==> src/rtl/div4b_pkg.sv <==
// Shared definitions for the restoring divider: FSM state encoding and default operand width.
package div4b_pkg;

  localparam int N_DEF = 4;

  typedef enum logic [1:0] {
    ST_IDLE = 2'd0,
    ST_CALC = 2'd1,
    ST_DONE = 2'd2
  } state_t;

endpackage

==> src/rtl/div4b_subnb.sv <==
// W-bit ripple-borrow subtractor (diff = a - b), built from 1-bit full subtractors.
// Purely combinational; borrow is set when b > a.
module subnb #(
  parameter int W = 5
) (
  input  logic [W-1:0] a,
  input  logic [W-1:0] b,
  output logic [W-1:0] diff,
  output logic         borrow
);

  logic [W:0] bc;

  assign bc[0] = 1'b0;

  genvar i;
  generate
    for (i = 0; i < W; i++) begin : g_fs
      assign diff[i]  = a[i] ^ b[i] ^ bc[i];
      assign bc[i+1]  = (~a[i] & b[i]) | (~(a[i] ^ b[i]) & bc[i]);
    end
  endgenerate

  assign borrow = bc[W];

endmodule

==> src/rtl/div4b.sv <==
// Sequential unsigned restoring divider, one quotient bit per clock.
// Done N+1 cycles after an accepted start (1 for divide-by-zero); start is ignored while busy.
module div4b
  import div4b_pkg::*;
#(
  parameter int N = N_DEF
) (
  input  logic         clk,
  input  logic         rst_n,
  input  logic         start,
  input  logic [N-1:0] dividend,
  input  logic [N-1:0] divisor,
  output logic         busy,
  output logic         done,
  output logic [N-1:0] quotient,
  output logic [N-1:0] remainder,
  output logic         div_by_zero
);

  localparam int CW = $clog2(N + 1);

  state_t         state, state_nxt;
  logic [N:0]     r, r_sh, r_nxt, t;
  logic [N-1:0]   q, q_sh, d;
  logic [CW-1:0]  cnt;
  logic           borrow;
  logic           accept;
  logic           last;
  logic           unused_r_msb;

  // R[N] is always 0 after a restore step, so it never reaches the shifted value.
  assign unused_r_msb = r[N];

  assign r_sh  = {r[N-1:0], q[N-1]};
  assign q_sh  = {q[N-2:0], ~borrow};
  assign r_nxt = borrow ? r_sh : t;

  subnb #(
    .W(N + 1)
  ) u_sub (
    .a     (r_sh),
    .b     ({1'b0, d}),
    .diff  (t),
    .borrow(borrow)
  );

  always_ff @(posedge clk or negedge rst_n) begin
    if (!rst_n) begin
      state <= ST_IDLE;
    end else begin
      state <= state_nxt;
    end
  end

  always_comb begin
    state_nxt = state;
    busy      = 1'b0;
    done      = 1'b0;
    accept    = 1'b0;
    last      = 1'b0;
    case (state)
      ST_IDLE: begin
        if (start) begin
          accept    = 1'b1;
          state_nxt = (divisor == '0) ? ST_DONE : ST_CALC;
        end
      end
      ST_CALC: begin
        busy = 1'b1;
        if (cnt == CW'(1)) begin
          last      = 1'b1;
          state_nxt = ST_DONE;
        end
      end
      ST_DONE: begin
        busy      = 1'b1;
        done      = 1'b1;
        state_nxt = ST_IDLE;
      end
      default: state_nxt = ST_IDLE;
    endcase
  end

  // Results are loaded on the edge into DONE so they are valid during the done pulse.
  always_ff @(posedge clk or negedge rst_n) begin
    if (!rst_n) begin
      r           <= '0;
      q           <= '0;
      d           <= '0;
      cnt         <= '0;
      quotient    <= '0;
      remainder   <= '0;
      div_by_zero <= 1'b0;
    end else if (accept) begin
      div_by_zero <= (divisor == '0);
      if (divisor == '0) begin
        quotient  <= '1;
        remainder <= dividend;
      end else begin
        d   <= divisor;
        r   <= '0;
        q   <= dividend;
        cnt <= CW'(N);
      end
    end else if (state == ST_CALC) begin
      r   <= r_nxt;
      q   <= q_sh;
      cnt <= cnt - 1'b1;
      if (last) begin
        quotient  <= q_sh;
        remainder <= r_nxt[N-1:0];
      end
    end
  end

endmodule

==> config.mk <==
export PLATFORM = sky130hd
export DESIGN_NAME = div4b
export DESIGN_NICKNAME = d
export VERILOG_FILES = /design/src/rtl/div4b_pkg.sv /design/src/rtl/div4b_subnb.sv /design/src/rtl/div4b.sv
export SDC_FILE = /design/constraint.sdc
export NUM_CORES = 1
export LEC_CHECK = 0
export ABC_AREA = 1
export BUFFER_PORTS_ARGS = -buffer_cell sky130_fd_sc_hd__buf_2
export CAP_MARGIN = 20
export CORE_MARGIN = 1
export CORE_UTILIZATION = 35
export CTS_BUF_LIST = sky130_fd_sc_hd__clkbuf_8
export DETAILED_ROUTE_END_ITERATION = 10
export SETUP_SLACK_MARGIN = 0.3
export SLEW_MARGIN = 20
export SYNTH_ARGS = -nofsm -noshare
export SYNTH_HDL_FRONTEND = slang
export SYNTH_HIERARCHICAL = 1
export SYNTH_SLANG_ARGS = --single-unit
==> constraint.sdc <==
create_clock -name clk -period 2.5 [get_ports clk]
set_input_delay 0.125 -clock clk [delete_from_list [all_inputs] [get_ports clk]]
set_output_delay 0.125 -clock clk [all_outputs]
set_load 0.005 [all_outputs]
# Word-level counts from Yosys, hierarchy flattened
# Index checks and enable logic that the tools add are counted.
[op_classes]
eq_ne = 7
bitwise = 28
reduce_logical = 9
muxes = 28
add_sub_neg = 1
[op_table]
columns = ["op", "count"]
rows = [
  ["two-way mux 4 bit", 15],
  ["NOT 1 bit", 10],
  ["two-way mux 3 bit", 3],
  ["AND 1 bit", 8],
  ["XOR 1 bit", 7],
  ["two-way mux 1 bit", 6],
  ["two-way mux 2 bit", 3],
  ["inequality test 2 bit, second input constant", 3],
  ["AND reduction 2 bit", 3],
  ["logical NOT 4 bit", 1],
  ["one-hot mux 2 bit (2 select lines)", 1],
  ["nonzero test 2 bit", 2],
  ["== test 3 x 1 -> 1 bit, second input constant", 1],
  ["OR 1 bit", 3],
  ["AND reduction 3 bit", 1],
  ["subtractor 3 x 1 -> 3 bit, second input constant", 1],
  ["== test 2 x 1 -> 1 bit, second input constant", 1],
  ["== test 2 bit, second input constant", 1],
  ["logical NOT 2 bit", 1],
  ["inequality test 2 x 1 -> 1 bit, second input constant", 1],
  ["OR reduction 2 bit", 1],
]
[totals]
inputBits = 11
ff_bits = 26
out_inout_bits = 11
wordCells = 81

# Depth between registers and ports, before layout
[logic_depth]
depth_word = 13
mapped_depth = 17
mapped_depth_nobuf = 17

# By module
# Netlist, hierarchy kept.
[by_module_without_submodules]
columns = ["mod", "area_per_inst_um2", "seq_area_each_um2", "instances", "cells_per_inst"]
rows = [
  ["div4b", 1392.6, 650.6, 1, 179],
  ["subnb", 137.6, 0.0, 1, 17],
]

# Worst setup path before layout
# OpenSTA, ideal clock, no wires.
[synth_path]
path_kind = "reg-to-reg"
from = "register q[3]"
to = "register remainder[1]"
t_arrival_ns = 2.208
stages_incl_launch_ff = 18
synth_period_minus_slack_ns = 2.325
path_buffers = 0
slack_ns = 0.175
required_time_ns = 2.383
path_cell_list = "dfrtp_1 inv_1 ha_1 inv_1 fa_1 inv_1 fa_1 fa_1 inv_1 fa_1 inv_1 inv_1 nand2_1 nand2_1 nand2_1 nand2_1 nand2_1 nand2_1"
[synth_between]
elab_chain_len = 13
word_cells_on_any_way = 14
[synth_lines]
columns = ["element", "line", "source"]
rows = [
  ["from (decl)", "div4b.sv:24", "logic [N-1:0] q, q_sh, d;"],
  ["from (signal assigned)", "div4b.sv:102", "q <= dividend;"],
  ["from (signal assigned)", "div4b.sv:107", "q <= q_sh;"],
  ["NOT 1 bit", "div4b_subnb.sv:20", "assign bc[i+1] = (~a[i] & b[i]) | (~(a[i] ^ b[i]) & bc[i]);"],
  ["AND 1 bit (2 in a row)", "div4b_subnb.sv:20", ""],
  ["OR 1 bit", "div4b_subnb.sv:20", ""],
  ["AND 1 bit", "div4b_subnb.sv:20", ""],
  ["OR 1 bit", "div4b_subnb.sv:20", ""],
  ["AND 1 bit", "div4b_subnb.sv:20", ""],
  ["OR 1 bit", "div4b_subnb.sv:20", ""],
  ["AND 1 bit", "div4b_subnb.sv:20", ""],
  ["named net borrow", "div4b.sv:26", "logic borrow;"],
  ["two-way mux 4 bit", "div4b.sv:36", "assign r_nxt = borrow ? r_sh : t;"],
  ["two-way mux 4 bit", "div4b.sv:109", "if (last) begin"],
  ["two-way mux 4 bit", "div4b.sv:105", "end else if (state == ST_CALC) begin"],
  ["two-way mux 4 bit", "div4b.sv:94", "end else if (accept) begin"],
  ["to (signal assigned)", "div4b.sv:98", "remainder <= dividend;"],
  ["to (signal assigned)", "div4b.sv:111", "remainder <= r_nxt[N-1:0];"],
  ["to (decl)", "div4b.sv:16", "output logic [N-1:0] remainder,"],
]
# The timed path passes the listed nets, and every way through them passes these cells. The select of a mux whose other input is x is not followed.
# A chain may end at the register's enable or synchronous reset.

# Worst setup path after layout
[layout_path]
from = "register q[3]"
to = "register r[3]"
[layout_between]
elab_chain_len = 12
word_cells_on_any_way = 13
[layout_lines]
columns = ["element", "line", "source"]
rows = [
  ["NOT 1 bit", "div4b_subnb.sv:20", ""],
  ["AND 1 bit (2 in a row)", "div4b_subnb.sv:20", ""],
  ["OR 1 bit", "div4b_subnb.sv:20", ""],
  ["AND 1 bit", "div4b_subnb.sv:20", ""],
  ["OR 1 bit", "div4b_subnb.sv:20", ""],
  ["AND 1 bit", "div4b_subnb.sv:20", ""],
  ["OR 1 bit", "div4b_subnb.sv:20", ""],
  ["AND 1 bit", "div4b_subnb.sv:20", ""],
  ["named net borrow", "div4b.sv:26", ""],
  ["two-way mux 4 bit", "div4b.sv:36", ""],
  ["two-way mux 4 bit", "div4b.sv:105", ""],
  ["two-way mux 4 bit", "div4b.sv:94", ""],
  ["to (signal assigned)", "div4b.sv:106", "r <= r_nxt;"],
  ["to (decl)", "div4b.sv:23", "logic [N:0] r, r_sh, r_nxt, t;"],
]
# The timed path passes the listed nets, and every way through them passes these cells. The select of a mux whose other input is x is not followed.

==> run metrics <==
RSZ-0062 raised after global routing=yes; starting density of the core=37.45%; Synth cell types=17; Syn. warnings=6; Pins Over Slew Limit=0; routed len/inst=11.51 um; WL final=3119 um; Total Routing Usage GR=15.60%; top area cells in the synthesized netlist=dfrtp_1 (43%), nand2_1 (22%), nand3_1 (7.2%), inv_1 (6.9%), fa_1 (5.2%); Power, Total=1.999 mW; dpl ws=122.2 ps; H-tree Lvls=1; Crit. End Element=flop; clock sink count=26; commonest cells after routing, fill and taps aside=nand2_1 (83), dfrtp_1 (26), inv_1 (22), nand3_1 (22), buf_2 (21); Die Area=4640 um^2; worst slew pin tran=590.3 ps; DRT iter0 DRCs=87; area delta synth->final=16.35%; first-pass GRT wire length=5326 um; Yosys top cell area share=42.52%; most common cell after layout, fill and taps aside=nand2_1; Worst EP required=2710 ps; CTS tree=yes; CTS Root Buffer Type=clkbuf_8; Lkg Pwr=1.051 nW; worst hold path depth=3; Yosys top cell by area=dfrtp_1; die width=68.12 um; Final Hold Violating Endpoints=0; largest net degree at the start of global routing=27; Final Skew=5.052 ps; Worst slew margin=60.65%; number of antenna diodes=0; number of global-route vias before repair=1208; crit path time final=2373 ps; DR pass1 iterations=4; Multi-input gate area=750.7 um^2; slowest stage delay, CP=380 ps; Die H=68.12 um; Crit Path Max Fanout=6; post-synthesis sequential area ratio=42.52%; worst hold path class=in -> reg; Syn Inst Count=196; Layout fillers=431; setup TNS=0 ps; Synth Cell Area=1530 um^2; nets@finish=243; CP Data Arrival Time=2580 ps; hold path endpoint=d[0]; status=completed; Startpoint Class=flop; Max IR drop VDD=0.0007002 V; gr ovfl total=0; crit path cell chain=inv_1 > ha_2 > inv_2 > fa_2 > inv_2 > fa_2 > fa_2 > inv_2 > fa_2 > inv_4 > buf_6 > nand2_2 > nand2_1 > nand2_1 > inv_1 > nand2_1 > nand2_1; Max Cap Viol=0; IO buf count=21; Rows=23; DP HPWL=2171 um; R2R setup slack=130 ps; worst skew pair latency=270 ps; Highest Clock Rate=421.5 MHz; R2R Path Start=q[3]; WS Path Type=reg -> reg; DRC=0; crit path max-delay cell type=dfrtp_1; HP Start=divisor[0]; r2r endpoint=r[3]; Syn Nets=217; Post-DRT Antenna Nets=0; Tcrit/Tclk final=94.90%; total CTS buffers=3; Clock transition at path regs=90 ps; vias per cell=4.546; FF-to-FF path depth=17; Reg area=650.6 um^2; vias post-DR=1232; final worst slack=127.4 ps; Ports=22; Clock Tree Buf Depth=2; layout cell share with drive strength beyond 1=24.89%; core box area=4086 um^2; Worst Path Buf+Inv=7; antenna violations before repair=0; post-synthesis register bit count=26; delay-heaviest family, CP=adder cells; final RePlAce weighted congestion=0.7806; final setup fails=0; P per Cell Area=1123 nW/um^2; synthesized area per cell=7.807 um^2
[report_power, final]
part | leakage, nW | switching (mW) | total (mW) | internal, mW
combinational | 0.688 | 0.629 | 1.05 | 0.416
clock | 0.0288 | 0.134 | 0.275 | 0.141
sequential | 0.335 | 0.0985 | 0.679 | 0.580
[cells in the mapped netlist]
| library cell | n |
|---|---|
| nand4_2 | 1 |
| nand2_1 | 89 |
| ha_1 | 6 |
| dfrtp_1 | 26 |
| nand3_4 | 1 |
| conb_1 | 1 |
| fa_1 | 4 |
| nand2_4 | 1 |
| inv_1 | 28 |
| or2_1 | 1 |
| a21oi_1 | 1 |
| nor2_4 | 2 |
| buf_6 | 4 |
| o21ai_0 | 4 |
| inv_4 | 1 |
| nand3_1 | 22 |
| nand2_2 | 4 |
[stage by stage]
stage | instances | hold WS, ps | cell area, um^2 | utilization (%)
CTS | 269 | 93.25 | 1738 | 42.53
detailed placement | 263 | 172.3 | 1663 | 40.69
global placement | 263 | 169.5 | 1663 | 40.69
floorplan | 196 | -170.6 | 1540 | -
finish | 271 | 100.5 | 1780 | 43.57
global route | 271 | 113.7 | 1780 | 43.57
[how the worst max path moves through the flow]
stage,end,cells after the start,slack (ps),startpoint
2_1_floorplan,remainder[1],17,280,q[3]
3_3_place_gp,remainder[3],17,160,q[3]
5_1_grt,r[3],17,-4,q[3]
4_1_cts,remainder[2],17,150,q[3]
3_5_place_dp,remainder[2],17,120,q[3]
6_report,r[3],17,130,q[3]
[worst reg2reg max path, delay by kind of cell, from the launching register on]
family	cells	cell delay, ps
DFF	1	380
and+or+nand+nor	5	260
adders and majority gates	5	1210
buffers and inverters	7	480
[repair_timing]
item                       4_1_cts  5_1_grt
pin swaps                        0        4
hold endpoints to repair        26        0
resized for setup                1       13
setup endpoints to repair        9       10
setup buffers                    1        2
hold buffers                     1        0
[flip-flops by register name (all words and copies together), names as in the netlist]
name and count:
state 2, div_by_zero 1, cnt 3, r 4, d 4, remainder 4, q 4, quotient 4
[layout make-up]
| cell class | instances | share of cell area, % |
|---|---|---|
| Tap cell | 50 | 3.514 |
| Multi-Input combinational cell | 137 | 42.16 |
| Sequential cell | 26 | 36.54 |
| Clock buffer | 4 | 3.092 |
| Timing Repair Buffer | 25 | 8.152 |
| Inverter | 29 | 6.536 |
[cells by family (layout without fill, tap and decap cells)]
group | Yosys count | count (layout) | synth area share [%]
DFF | 26 | 26 | 42.52
adders and majority gates | 10 | 10 | 10.14
and+or+nand+nor | 121 | 121 | 35.24
buffers and inverters | 33 | 58 | 10.22
AOI/OAI and AO/OA | 5 | 5 | 1.635
other | 1 | 1 | 0.2451
[metal layers]
| metal | global-route usage, % | vias up | part of all wire (%) |
|---|---|---|---|
| li1 | - | 639 | - |
| met1 | 20.70 | 563 | 50 |
| met2 | 25.86 | 28 | 46 |
| met3 | 3.500 | 2 | 3.0 |
| met4 | 3.125 | 0 | 0.45 |
| met5 | 0 | - | 0 |
No activity file was read; power rests on OpenSTA's default activity.
